===== src/rtl/vga_rect_fill.sv =====
// vga_rect_fill: rectangle / full-screen fill pixel-stream generator for the vga block.
// Scans a latched rectangle row-major, one pixel per unpaused cycle. Pixels that
// fall off the 160x120 screen are suppressed (plot=0) but still take their cycle.
// Ports:
//   clock, reset        rising-edge clock, synchronous active-low reset
//   start, clear        one-cycle command requests (clear wins), sampled only in IDLE
//   rect_x/y/w/h/colour rectangle origin, size (0 allowed) and fill colour
//   pause               freezes the scan while high (DRAW only)
//   x, y, colour, plot  registered pixel write bus to vga
//   busy, done          command in progress / one-cycle completion pulse
module vga_rect_fill #(
  parameter int unsigned SCREEN_W = 160,
  parameter int unsigned SCREEN_H = 120
) (
  input  logic       clock,
  input  logic       reset,
  input  logic       start,
  input  logic       clear,
  input  logic [7:0] rect_x,
  input  logic [6:0] rect_y,
  input  logic [7:0] rect_w,
  input  logic [6:0] rect_h,
  input  logic [2:0] rect_colour,
  input  logic       pause,
  output logic [7:0] x,
  output logic [6:0] y,
  output logic [2:0] colour,
  output logic       plot,
  output logic       busy,
  output logic       done
);

  localparam int unsigned XW = 8;
  localparam int unsigned YW = 7;
  localparam int unsigned CW = 3;

  localparam logic [1:0] IDLE = 2'd0;
  localparam logic [1:0] DRAW = 2'd1;
  localparam logic [1:0] DONE = 2'd2;

  logic [1:0]    state_q, state_d;
  logic [XW-1:0] x0_q, x0_d, w_q, w_d, col_q, col_d;
  logic [YW-1:0] y0_q, y0_d, h_q, h_d, row_q, row_d;
  logic [CW-1:0] fill_q, fill_d;
  logic [XW-1:0] x_d;
  logic [YW-1:0] y_d;
  logic [CW-1:0] colour_d;
  logic          plot_d, busy_d, done_d;

  // Unwrapped screen coordinates of the current pixel, for clipping.
  logic [XW:0]   x_sum;
  logic [YW:0]   y_sum;
  logic          last_col, last_row;

  assign x_sum    = (XW+1)'(x0_q) + (XW+1)'(col_q);
  assign y_sum    = (YW+1)'(y0_q) + (YW+1)'(row_q);
  assign last_col = (col_q == XW'(w_q - XW'(1)));
  assign last_row = (row_q == YW'(h_q - YW'(1)));

  // Next-state and registered-output logic.
  always_comb begin
    state_d  = state_q;
    x0_d     = x0_q;
    y0_d     = y0_q;
    w_d      = w_q;
    h_d      = h_q;
    fill_d   = fill_q;
    col_d    = col_q;
    row_d    = row_q;
    x_d      = x;
    y_d      = y;
    colour_d = colour;
    plot_d   = 1'b0;
    busy_d   = busy;
    done_d   = 1'b0;

    case (state_q)
      IDLE: begin
        busy_d = 1'b0;
        if (clear || start) begin
          if (clear) begin
            x0_d   = '0;
            y0_d   = '0;
            w_d    = XW'(SCREEN_W);
            h_d    = YW'(SCREEN_H);
            fill_d = '0;
          end else begin
            x0_d   = rect_x;
            y0_d   = rect_y;
            w_d    = rect_w;
            h_d    = rect_h;
            fill_d = rect_colour;
          end
          col_d  = '0;
          row_d  = '0;
          busy_d = 1'b1;
          // Empty rectangles skip straight to the completion pulse.
          state_d = ((w_d == '0) || (h_d == '0)) ? DONE : DRAW;
        end
      end

      DRAW: begin
        if (!pause) begin
          x_d      = x_sum[XW-1:0];
          y_d      = y_sum[YW-1:0];
          colour_d = fill_q;
          plot_d   = (x_sum < (XW+1)'(SCREEN_W)) && (y_sum < (YW+1)'(SCREEN_H));
          if (last_col) begin
            col_d = '0;
            if (last_row) begin
              row_d   = '0;
              state_d = DONE;
            end else begin
              row_d = YW'(row_q + YW'(1));
            end
          end else begin
            col_d = XW'(col_q + XW'(1));
          end
        end
      end

      DONE: begin
        // First DONE cycle raises done; the next returns to IDLE so the
        // cycle with done=1 never accepts a command.
        if (!done) begin
          done_d = 1'b1;
        end else begin
          busy_d  = 1'b0;
          state_d = IDLE;
        end
      end

      default: begin
        busy_d  = 1'b0;
        state_d = IDLE;
      end
    endcase
  end

  // State and output registers.
  always_ff @(posedge clock) begin
    if (!reset) begin
      state_q <= IDLE;
      x0_q    <= '0;
      y0_q    <= '0;
      w_q     <= '0;
      h_q     <= '0;
      fill_q  <= '0;
      col_q   <= '0;
      row_q   <= '0;
      x       <= '0;
      y       <= '0;
      colour  <= '0;
      plot    <= 1'b0;
      busy    <= 1'b0;
      done    <= 1'b0;
    end else begin
      state_q <= state_d;
      x0_q    <= x0_d;
      y0_q    <= y0_d;
      w_q     <= w_d;
      h_q     <= h_d;
      fill_q  <= fill_d;
      col_q   <= col_d;
      row_q   <= row_d;
      x       <= x_d;
      y       <= y_d;
      colour  <= colour_d;
      plot    <= plot_d;
      busy    <= busy_d;
      done    <= done_d;
    end
  end

endmodule


===== config.mk =====
export PLATFORM = sky130hd
export DESIGN_NAME = vga_rect_fill
export DESIGN_NICKNAME = d
export VERILOG_FILES = /design/src/rtl/vga_rect_fill.sv
export SDC_FILE = /design/constraint.sdc
export NUM_CORES = 1
export LEC_CHECK = 0
export ABC_CLOCK_PERIOD_IN_PS = 2000
export CAP_MARGIN = 20
export CORE_AREA = 2 2 94 96
export DETAILED_ROUTE_END_ITERATION = 12
export DIE_AREA = 0 0 96 98
export PLACE_DENSITY = 0.79
export SYNTH_ARGS = -nofsm -noshare
export SYNTH_HDL_FRONTEND = slang
export SYNTH_SLANG_ARGS = --single-unit

===== constraint.sdc =====
create_clock -name clock -period 2 [get_ports clock]
set_input_delay 0.4 -clock clock [delete_from_list [all_inputs] [get_ports clock]]
set_output_delay 0.4 -clock clock [all_outputs]
set_load 0.05 [all_outputs]

# Yosys cells after proc, flatten, opt, wreduce, memory -nomap -nowiden
# Index checks and enable logic that the tools add are counted.
dict set report op_classes {
  n_reduce_logical 15
  order_cmp 2
  n_addsub 6
  bitwise 3
  n_mux 29
  eq_ne 9
}
# op count
set op_table {}
lappend op_table {{$mux W7} 8}
lappend op_table {{$mux W8} 7}
lappend op_table {{$pmux W8 S2} 1}
lappend op_table {{$pmux W7 S2} 1}
lappend op_table {{$mux W2} 6}
lappend op_table {{$ne A2 B2 Y1 const B} 5}
lappend op_table {{$add A8 B8 Y9} 1}
lappend op_table {{$lt A9 B8 Y1 const B} 1}
lappend op_table {{$add A7 B7 Y8} 1}
lappend op_table {{$add A8 B1 Y8 const B} 1}
lappend op_table {{$eq A8 B8 Y1} 1}
lappend op_table {{$logic_not A8 Y1} 1}
lappend op_table {{$lt A8 B7 Y1 const B} 1}
lappend op_table {{$reduce_and A2 Y1} 4}
lappend op_table {{$sub A8 B1 Y8 const B} 1}
lappend op_table {{$add A7 B1 Y7 const B} 1}
lappend op_table {{$eq A7 B7 Y1} 1}
lappend op_table {{$logic_not A7 Y1} 1}
lappend op_table {{$sub A7 B1 Y7 const B} 1}
lappend op_table {{$pmux W2 S3} 1}
lappend op_table {{$reduce_and A5 Y1} 1}
lappend op_table {{$reduce_and A4 Y1} 1}
lappend op_table {{$mux W1} 3}
lappend op_table {{$mux W3} 1}
lappend op_table {{10 further kinds} 13}
dict set report totals {
  regBits 71
  wordCells 78
  output_inout_bits 21
}

# Logic depth before layout (Yosys ltp)
# Gate-level depths: netlist of run 1.
dict set report depth {
  word_depth 8
  ltp_mapped 10
}

# Worst setup path before layout of run 1
# OpenSTA, ideal clock, no wires.
dict set report synth_timing {
  path_kind {register to register}
  from {reg h_q[0]}
  to {reg state_q[1]}
  path_buffers 0
  stages_incl_launch_ff 10
  arrival_ns 2.140
  setup_ns 0.059
  slack_ns -0.199
  required_time_ns 1.941
  path_cell_list {dfxtp_1 -> inv_1 -> ha_1 -> nor3b_2 -> maj3_2 -> or2_0 -> a221oi_2 -> a21oi_1 -> a311oi_2 -> a31o_1}
}
dict set report synth_between {
  elab_chain_len 4
}
# item line_no
set synth_rtl {}
lappend synth_rtl {{start: declaration} 43} ;# logic [YW-1:0] y0_q, y0_d, h_q, h_d, row_q, row_d;
lappend synth_rtl {{start signal: assignment} 147} ;# h_q <= '0;
lappend synth_rtl {{start signal: assignment} 162} ;# h_q <= h_d;
lappend synth_rtl {{$sub A7 B1 Y7} 58} ;# assign last_row = (row_q == YW'(h_q - YW'(1)));
lappend synth_rtl {{$eq A7 B7 Y1} 58}
lappend synth_rtl {{$ne A2 B2 Y1 (no line)} n/a}
lappend synth_rtl {{$reduce_and A5 Y1 (no line)} n/a}
lappend synth_rtl {{end signal: assignment} 158} ;# state_q <= state_d;
lappend synth_rtl {{end: declaration} 41} ;# logic [1:0] state_q, state_d;
# No other way between the ends.
# A chain may end at the register's enable or synchronous reset.

# Final worst setup path of run 1
dict set report layout_timing {
  from {reg h_q[1]}
  to {reg row_q[6]}
}
dict set report layout_between {
  elab_chain_len 6
}
# item line_no
set layout_rtl {}
lappend layout_rtl {{$sub A7 B1 Y7} 58}
lappend layout_rtl {{$eq A7 B7 Y1} 58}
lappend layout_rtl {{$mux W7} 110} ;# if (last_row) begin
lappend layout_rtl {{$mux W7} 108} ;# if (last_col) begin
lappend layout_rtl {{$mux W7} 103} ;# if (!pause) begin
lappend layout_rtl {{$pmux W7 S2} 77} ;# case (state_q)
lappend layout_rtl {{end signal: assignment} 165} ;# row_q <= row_d;
lappend layout_rtl {{end: declaration} 43}
# No other way between the ends. The select of a mux whose other input is x is not followed.

==> results.py, run 1 <==
metrics = {
    "sta": {
        "slew_violations": 0,
        "clock.fmax_mhz": 465,
        "finalHoldViolCount": 0,
        "worst_slack_ns": -0.153,
        "whs_ns": 0.468,
        "setup_viol": 10,
        "finClkSkew_ns": 0.0132,
        "worst_slew_pin_slew_ns": 0.531,
        "finalCritPeriodShare": 1.08,
        "relSlewSlack": 0.645,
        "finalCriticalPeriod_ns": 2.15,
        "rsz0062_at_grt": "true",
    },
    "global_routing": {
        "antenna_found_initial": 0,
        "grt_overflow": 0,
        "grt_pass1_vias": 3648,
        "grt_pass1_wl_mm": 16.3,
        "track_usage": 0.214,
        "grt_max_degree": 47,
    },
    "cts": {
        "cts_max_path_buffers": 2,
        "htreeDepth": 3,
        "cts_tree": "yes",
        "cts_made_buffers": 9,
        "cts.clk_slew.worst_paths_ns": 0.08,
        "cts-root-buf": "clkbuf_8",
        "clk_latency_ns": 0.35,
        "cts.sink_count": 71,
    },
    "critical_path": {
        "cp_max_fo": 4,
        "critPathKind": "flop to flop",
        "rrSetupSlack_ns": -0.15,
        "max_stage_delay_ns": 0.34,
        "crit_start": "h_q[1]",
        "crit_path_start_kind": "flop",
        "crit_chain": "inv_2 > ha_4 > nor3b_4 > maj3_2 > or2_4 > a221oi_4 > buf_6 > or3_4 > a21oi_2 > a41o_1",
        "cp.required_ns": 2.25,
        "cp.arrival_ns": 2.40,
        "r2r_end": "row_q[6]",
        "reg2reg_depth": 10,
        "cp-end-kind": "flop",
        "endpoint": "row_q[6]",
        "path_buf_inv": 2,
        "crit_family": "compound AO/OA/AOI/OAI gates",
        "crit_slowest_cell": "dfxtp_2",
        "worstReg2RegStart": "h_q[1]",
        "cp.depth": 10,
    },
    "logic_synthesis": {
        "synthFlopType": "dfxtp_1",
        "yosysTopAreaCell": "dfxtp_1",
        "ys_top_cells_by_area": "dfxtp_1, ha_1, nor3b_1",
        "synth_top_area_frac": 0.355,
        "syn_nets": 527,
        "syn_area_per_cell_um2": 8.56,
        "synth_cells": 468,
        "synth-seq-cells": 71,
        "synth_cell_types": 66,
        "async_flop_share": 0,
        "yosysWarnings": 0,
        "synth_edf_count": 0,
        "yosysSeqAreaShare": 0.355,
        "syn_area_mm2": 0.00401,
    },
    "floorplanning": {
        "fp-row-count": 34,
        "io_pins": 59,
        "core_area_mm2": 0.00847,
        "die_h_um": 98,
        "initial_core_util": 0.473,
        "die_area_mm2": 0.00941,
        "die_w_um": 96,
    },
    "final_layout": {
        "nNetsFinal": 621,
        "n_antenna_cell": 0,
        "area_growth_pct": 34.7,
        "drive_gt1_frac": 0.203,
        "fin_area_mm2": 0.00540,
        "stdcell_count": 675,
    },
    "routing": {
        "wl_mm": 9.80,
        "drtIter0Drc": 112,
        "drc": 0,
        "vias_per_cell": 5.36,
        "vias": 3619,
        "detail_route.wl_per_cell_um": 14.5,
        "firstDrtPassIters": 5,
        "ant_nets": 0,
    },
    "placement": {
        "placed_area_mm2": 0.00503,
        "portBuffers": 58,
        "place.gp.congestion": 0.865,
        "dp_hpwl_mm": 7.12,
        "dpl.cell_count": 654,
        "place_ws_ns": -0.242,
    },
    "power": {
        "p_total_w": 0.00560,
        "vdd_ir_drop_max_mv": 0.629,
        "leakagePower_nw": 2.10,
        "powerDensity_mw_per_mm2": 1040,
    },
    "min_path": {
        "min_path_type": "flop to flop",
    },
    "outcome": {
        "status": "complete, but fails checks",
        "violations": "negative setup slack",
    },
    "flow_run": {
        "cap_violations": 0,
    },
}
==> synth_stat cells, types with 4 or more instances <==
library cell,count
mux2i_1,4
ha_1,19
inv_1,18
xor2_1,17
a21boi_0,13
nand2b_1,8
nor3_1,7
nor2_1,29
nor3b_1,27
dfxtp_1,71
xnor2_1,17
nor2b_1,32
o311a_1,6
nand3_1,10
nand4_1,5
o21ai_0,10
clkbuf_1,19
and2_1,6
nand2_1,48
a21oi_1,38
==> cells in the final DEF (no fill, tap or decap), types with 8 or more instances in the layout <==
cell             count
xor2_1              17
dfxtp_1             63
xnor2_1             16
a21oi_1             34
nand2b_1             8
ha_1                15
buf_4               43
nand3_1             10
nor2b_1             32
a21boi_0            13
clkbuf_8             9
nand2_1             48
clkdlybuf4s50_1     58
nor3b_1             27
inv_1               15
nor2_1              26
==> how the worst min path moves through the flow <==
stage,start,cells past startpoint,endpoint
6_report,colour[2],2,colour[2]
5_1_grt,x[1],2,x[1]
4_1_cts,x[5],2,x[5]
3_5_place_dp,x[5],2,x[5]
3_3_place_gp,colour[2],2,colour[2]
2_1_floorplan,fill_q[0],2,colour[0]
==> per-layer routing <==
metal | up-vias | GRT usage | part of all wire
met2 | 65 | 0.375 | 0.51
met1 | 1711 | 0.262 | 0.45
met3 | 18 | 0.0293 | 0.025
li1 | 1825 | - | -
met4 | 0 | 0.0813 | 0.021
met5 | - | 0 | 0
==> flip-flops by register name, summed over array words and instances (netlist names), 2 cells and up <==
name / cells
colour: 3
fill_q: 3
state_q: 2
w_q: 8
row_q: 7
x: 8
x0_q: 8
h_q: 7
y: 7
y0_q: 7
col_q: 8
==> what timing repair did <==
item,CTS,global route
pin swaps,11,15
endpoints found under the setup margin,11,20
resized for setup,14,24
hold buffers,0,0
setup buffers,4,1
==> logic make-up after synthesis <==
kind of cell	Yosys count	synth area share
buffers and inverters	41	0.0412
adder cells (fa/ha/maj)	22	0.0722
multiplexers	5	0.0128
flip-flops	71	0.355
AND/OR/NAND/NOR	194	0.266
XOR/XNOR	34	0.0744
AO/OA/AOI/OAI	101	0.178
==> final cells by class <==
cell class | instances | area [um^2]
Multi-Input combinational cell | 356 | 2600
Inverter | 18 | 67.6
Clock buffer | 9 | 124
Tap cell | 108 | 135
Sequential cell | 71 | 1430
Fill cell | 690 | 3070
Clock inverter | 7 | 53.8
Timing Repair Buffer | 106 | 986
==> per-stage QoR <==
step / setup TNS [ns] / util
after floorplan: -0.614 / -
after global placement: -1.11 / 0.594
after detailed placement: -1.99 / 0.594
after CTS: -1.17 / 0.623
after global routing: -2.78 / 0.637
final: -1.17 / 0.637
==> power breakdown <==
group / internal, W / switching (W) / total, W
combinational: 0.00124 / 0.00143 / 0.00267
sequential: 0.00165 / 0.000220 / 0.00187
clock: 0.000460 / 0.000605 / 0.00107
total: 0.00335 / 0.00225 / 0.00560
==> worst register-to-register path: stages (launching register included) <==
cell and delay [ns]:
dfxtp_2 0.34, inv_2 0.04, ha_4 0.15, nor3b_4 0.14, maj3_2 0.29, or2_4 0.24, a221oi_4 0.34, buf_6 0.16
or3_4 0.11, a21oi_2 0.04, a41o_1 0.20
Power figures use the tool's default switching activity.
==> inputs of run 2 (changes only) <==
==> config.mk (replaced) <==
export PLATFORM = sky130hd
export DESIGN_NAME = vga_rect_fill
export DESIGN_NICKNAME = d
export VERILOG_FILES = /design/src/rtl/vga_rect_fill.sv
export SDC_FILE = /design/constraint.sdc
export NUM_CORES = 1
export LEC_CHECK = 0
export ABC_CLOCK_PERIOD_IN_PS = 2060
export CAP_MARGIN = 20
export CORE_AREA = 2 2 89 91
export DETAILED_ROUTE_END_ITERATION = 12
export DIE_AREA = 0 0 91 93
export PLACE_DENSITY = 0.83
export SYNTH_ARGS = -nofsm -noshare
export SYNTH_HDL_FRONTEND = slang
export SYNTH_SLANG_ARGS = --single-unit
==> constraint.sdc (replaced) <==
create_clock -name clock -period 2.06 [get_ports clock]
set_input_delay 0.412 -clock clock [delete_from_list [all_inputs] [get_ports clock]]
set_output_delay 0.412 -clock clock [all_outputs]
set_load 0.05 [all_outputs]
==> run 2 against run 1 <==
  * The run still ends with negative setup slack left
  * Sequential share of layout area increased by 0.42 points
  * Power decreased by 0.79%
  * Routed wire length increased by 1.5%
  * Critical path depth unchanged
  * Final cell count decreased by 2.1%
==> results.py, run 2 (synthesis results as in run 1) <==
metrics = {
    "power": {
        "leakagePower_nw": 2.06,
        "vdd_ir_drop_max_mv": 0.541,
        "powerDensity_mw_per_mm2": 1050,
    },
    "outcome": {
        "status": "complete, but fails checks",
        "violations": "negative setup slack",
    },
    "global_routing": {
        "grt_max_degree": 43,
        "track_usage": 0.236,
        "grt_pass1_wl_mm": 15.9,
        "antenna_found_initial": 0,
        "grt_pass1_vias": 3473,
        "grt_overflow": 0,
    },
    "cts": {
        "cts-root-buf": "clkbuf_8",
        "post_cts_buffers": 0,
        "cts_max_path_buffers": 2,
        "cts.sink_count": 71,
        "cts.clk_slew.worst_paths_ns": 0.08,
        "htreeDepth": 3,
        "cts_hold_buf": 0,
        "cts_tree": "yes",
        "cts_made_buffers": 9,
        "clk_latency_ns": 0.36,
    },
    "routing": {
        "firstDrtPassIters": 4,
        "ant_nets": 0,
        "wl_mm": 9.94,
        "drtIter0Drc": 137,
        "vias_per_cell": 5.54,
        "detail_route.wl_per_cell_um": 15.0,
        "drc": 0,
        "vias": 3660,
    },
    "final_layout": {
        "nNetsFinal": 613,
        "layout_commonest_cell": "dfxtp_1",
        "fillerInstances": 608,
        "multi_input_area_mm2": 0.00253,
        "final_cell_mix": "dfxtp_1, clkdlybuf4s50_1, nand2_1, a21oi_1, buf_4",
        "drive_gt1_frac": 0.174,
        "seqCellArea_mm2": 0.00143,
        "n_antenna_cell": 0,
        "area_growth_pct": 32.4,
        "stdcell_count": 661,
    },
    "placement": {
        "place_ws_ns": -0.131,
        "place.gp.congestion": 0.904,
        "dp_hpwl_mm": 7.10,
        "portBuffers": 58,
        "dpl.cell_count": 645,
    },
    "sta": {
        "finClkSkew_ns": 0.0143,
        "finalCriticalPeriod_ns": 2.17,
        "relSlewSlack": 0.659,
        "finalHoldViolCount": 0,
        "clock.fmax_mhz": 460,
        "worst_slack_ns": -0.112,
        "finalCritPeriodShare": 1.05,
        "setup_viol": 7,
        "worst_slew_pin_slew_ns": 0.510,
        "rsz0062_at_grt": "true",
        "slew_violations": 0,
    },
    "critical_path": {
        "crit_path_start_kind": "flop",
        "cp.arrival_ns": 2.39,
        "critPathKind": "flop to flop",
        "cp_max_fo": 5,
        "cp.required_ns": 2.28,
        "crit_start": "h_q[1]",
        "cp-end-kind": "flop",
        "worstReg2RegStart": "h_q[1]",
    },
    "flow_run": {
        "cap_violations": 0,
    },
    "min_path": {
        "min_from": "x[7]",
        "min_path_type": "flop to flop",
    },
    "floorplanning": {
        "initial_core_util": 0.532,
        "die_area_mm2": 0.00846,
        "die_w_um": 91,
        "io_pins": 59,
        "fp-row-count": 32,
        "die_h_um": 93,
        "core_area_mm2": 0.00753,
    },
}
-- run 2: repair_timing --
action / CTS / global route
resized for setup: 11 / 15
pin swaps: 13 / 14
setup endpoints to repair: 11 / 19
-- run 2: area by class of cell --
type                    count  share of cell area
inverters                  18              0.0127
clock buffers              10              0.0241
clock inverters             6              0.0177
multi-input cells         356               0.478
repair buffers             98               0.174
well taps                 102              0.0241
flip-flops and latches     71               0.270
-- run 2: final timing paths --
path               to  slack (ns)  cells after the start
max          row_q[0]       -0.11                     10
min              x[7]        0.47                      2
max reg2reg  row_q[0]       -0.11                     10
min reg2reg      x[7]        0.47                      2
-- run 2: power by group --
group / internal, W / switching (W) / leakage, nW
registers: 0.00160 / 0.000196 / 0.582
logic: 0.00115 / 0.00136 / 1.37
clock network: 0.000691 / 0.000568 / 0.107
-- run 2: metrics by stage --
stage / power (W) / hold slack, ns / utilization / instance area, um^2 / setup TNS [ns]
floorplan: 0.00341 / 0.441 / - / 4030 / -0.204
global placement: 0.00417 / 0.454 / 0.663 / 4990 / -0.488
detailed placement: 0.00424 / 0.459 / 0.663 / 4990 / -1.02
CTS: 0.00553 / 0.471 / 0.696 / 5240 / -0.493
global route: 0.00589 / 0.497 / 0.705 / 5300 / -1.51
finish: 0.00556 / 0.466 / 0.705 / 5300 / -0.491
-- run 2: per-layer routing --
layer,share of wire,global-route usage,vias to the layer above
met5,0,0,-
met4,0.026,0.112,0
met3,0.038,0.0395,23
met2,0.51,0.429,91
met1,0.42,0.271,1743
li1,-,-,1803
-- run 2: worst max-delay path, stage by stage, from the launching register on --
cell and delay [ns]:
dfxtp_2 0.34, inv_2 0.04, ha_4 0.15, nor3b_4 0.14
maj3_2 0.29, or2_0 0.21, a221oi_2 0.30, buf_4 0.20
nor2_4 0.05, nand3b_1 0.20, mux2i_1 0.14
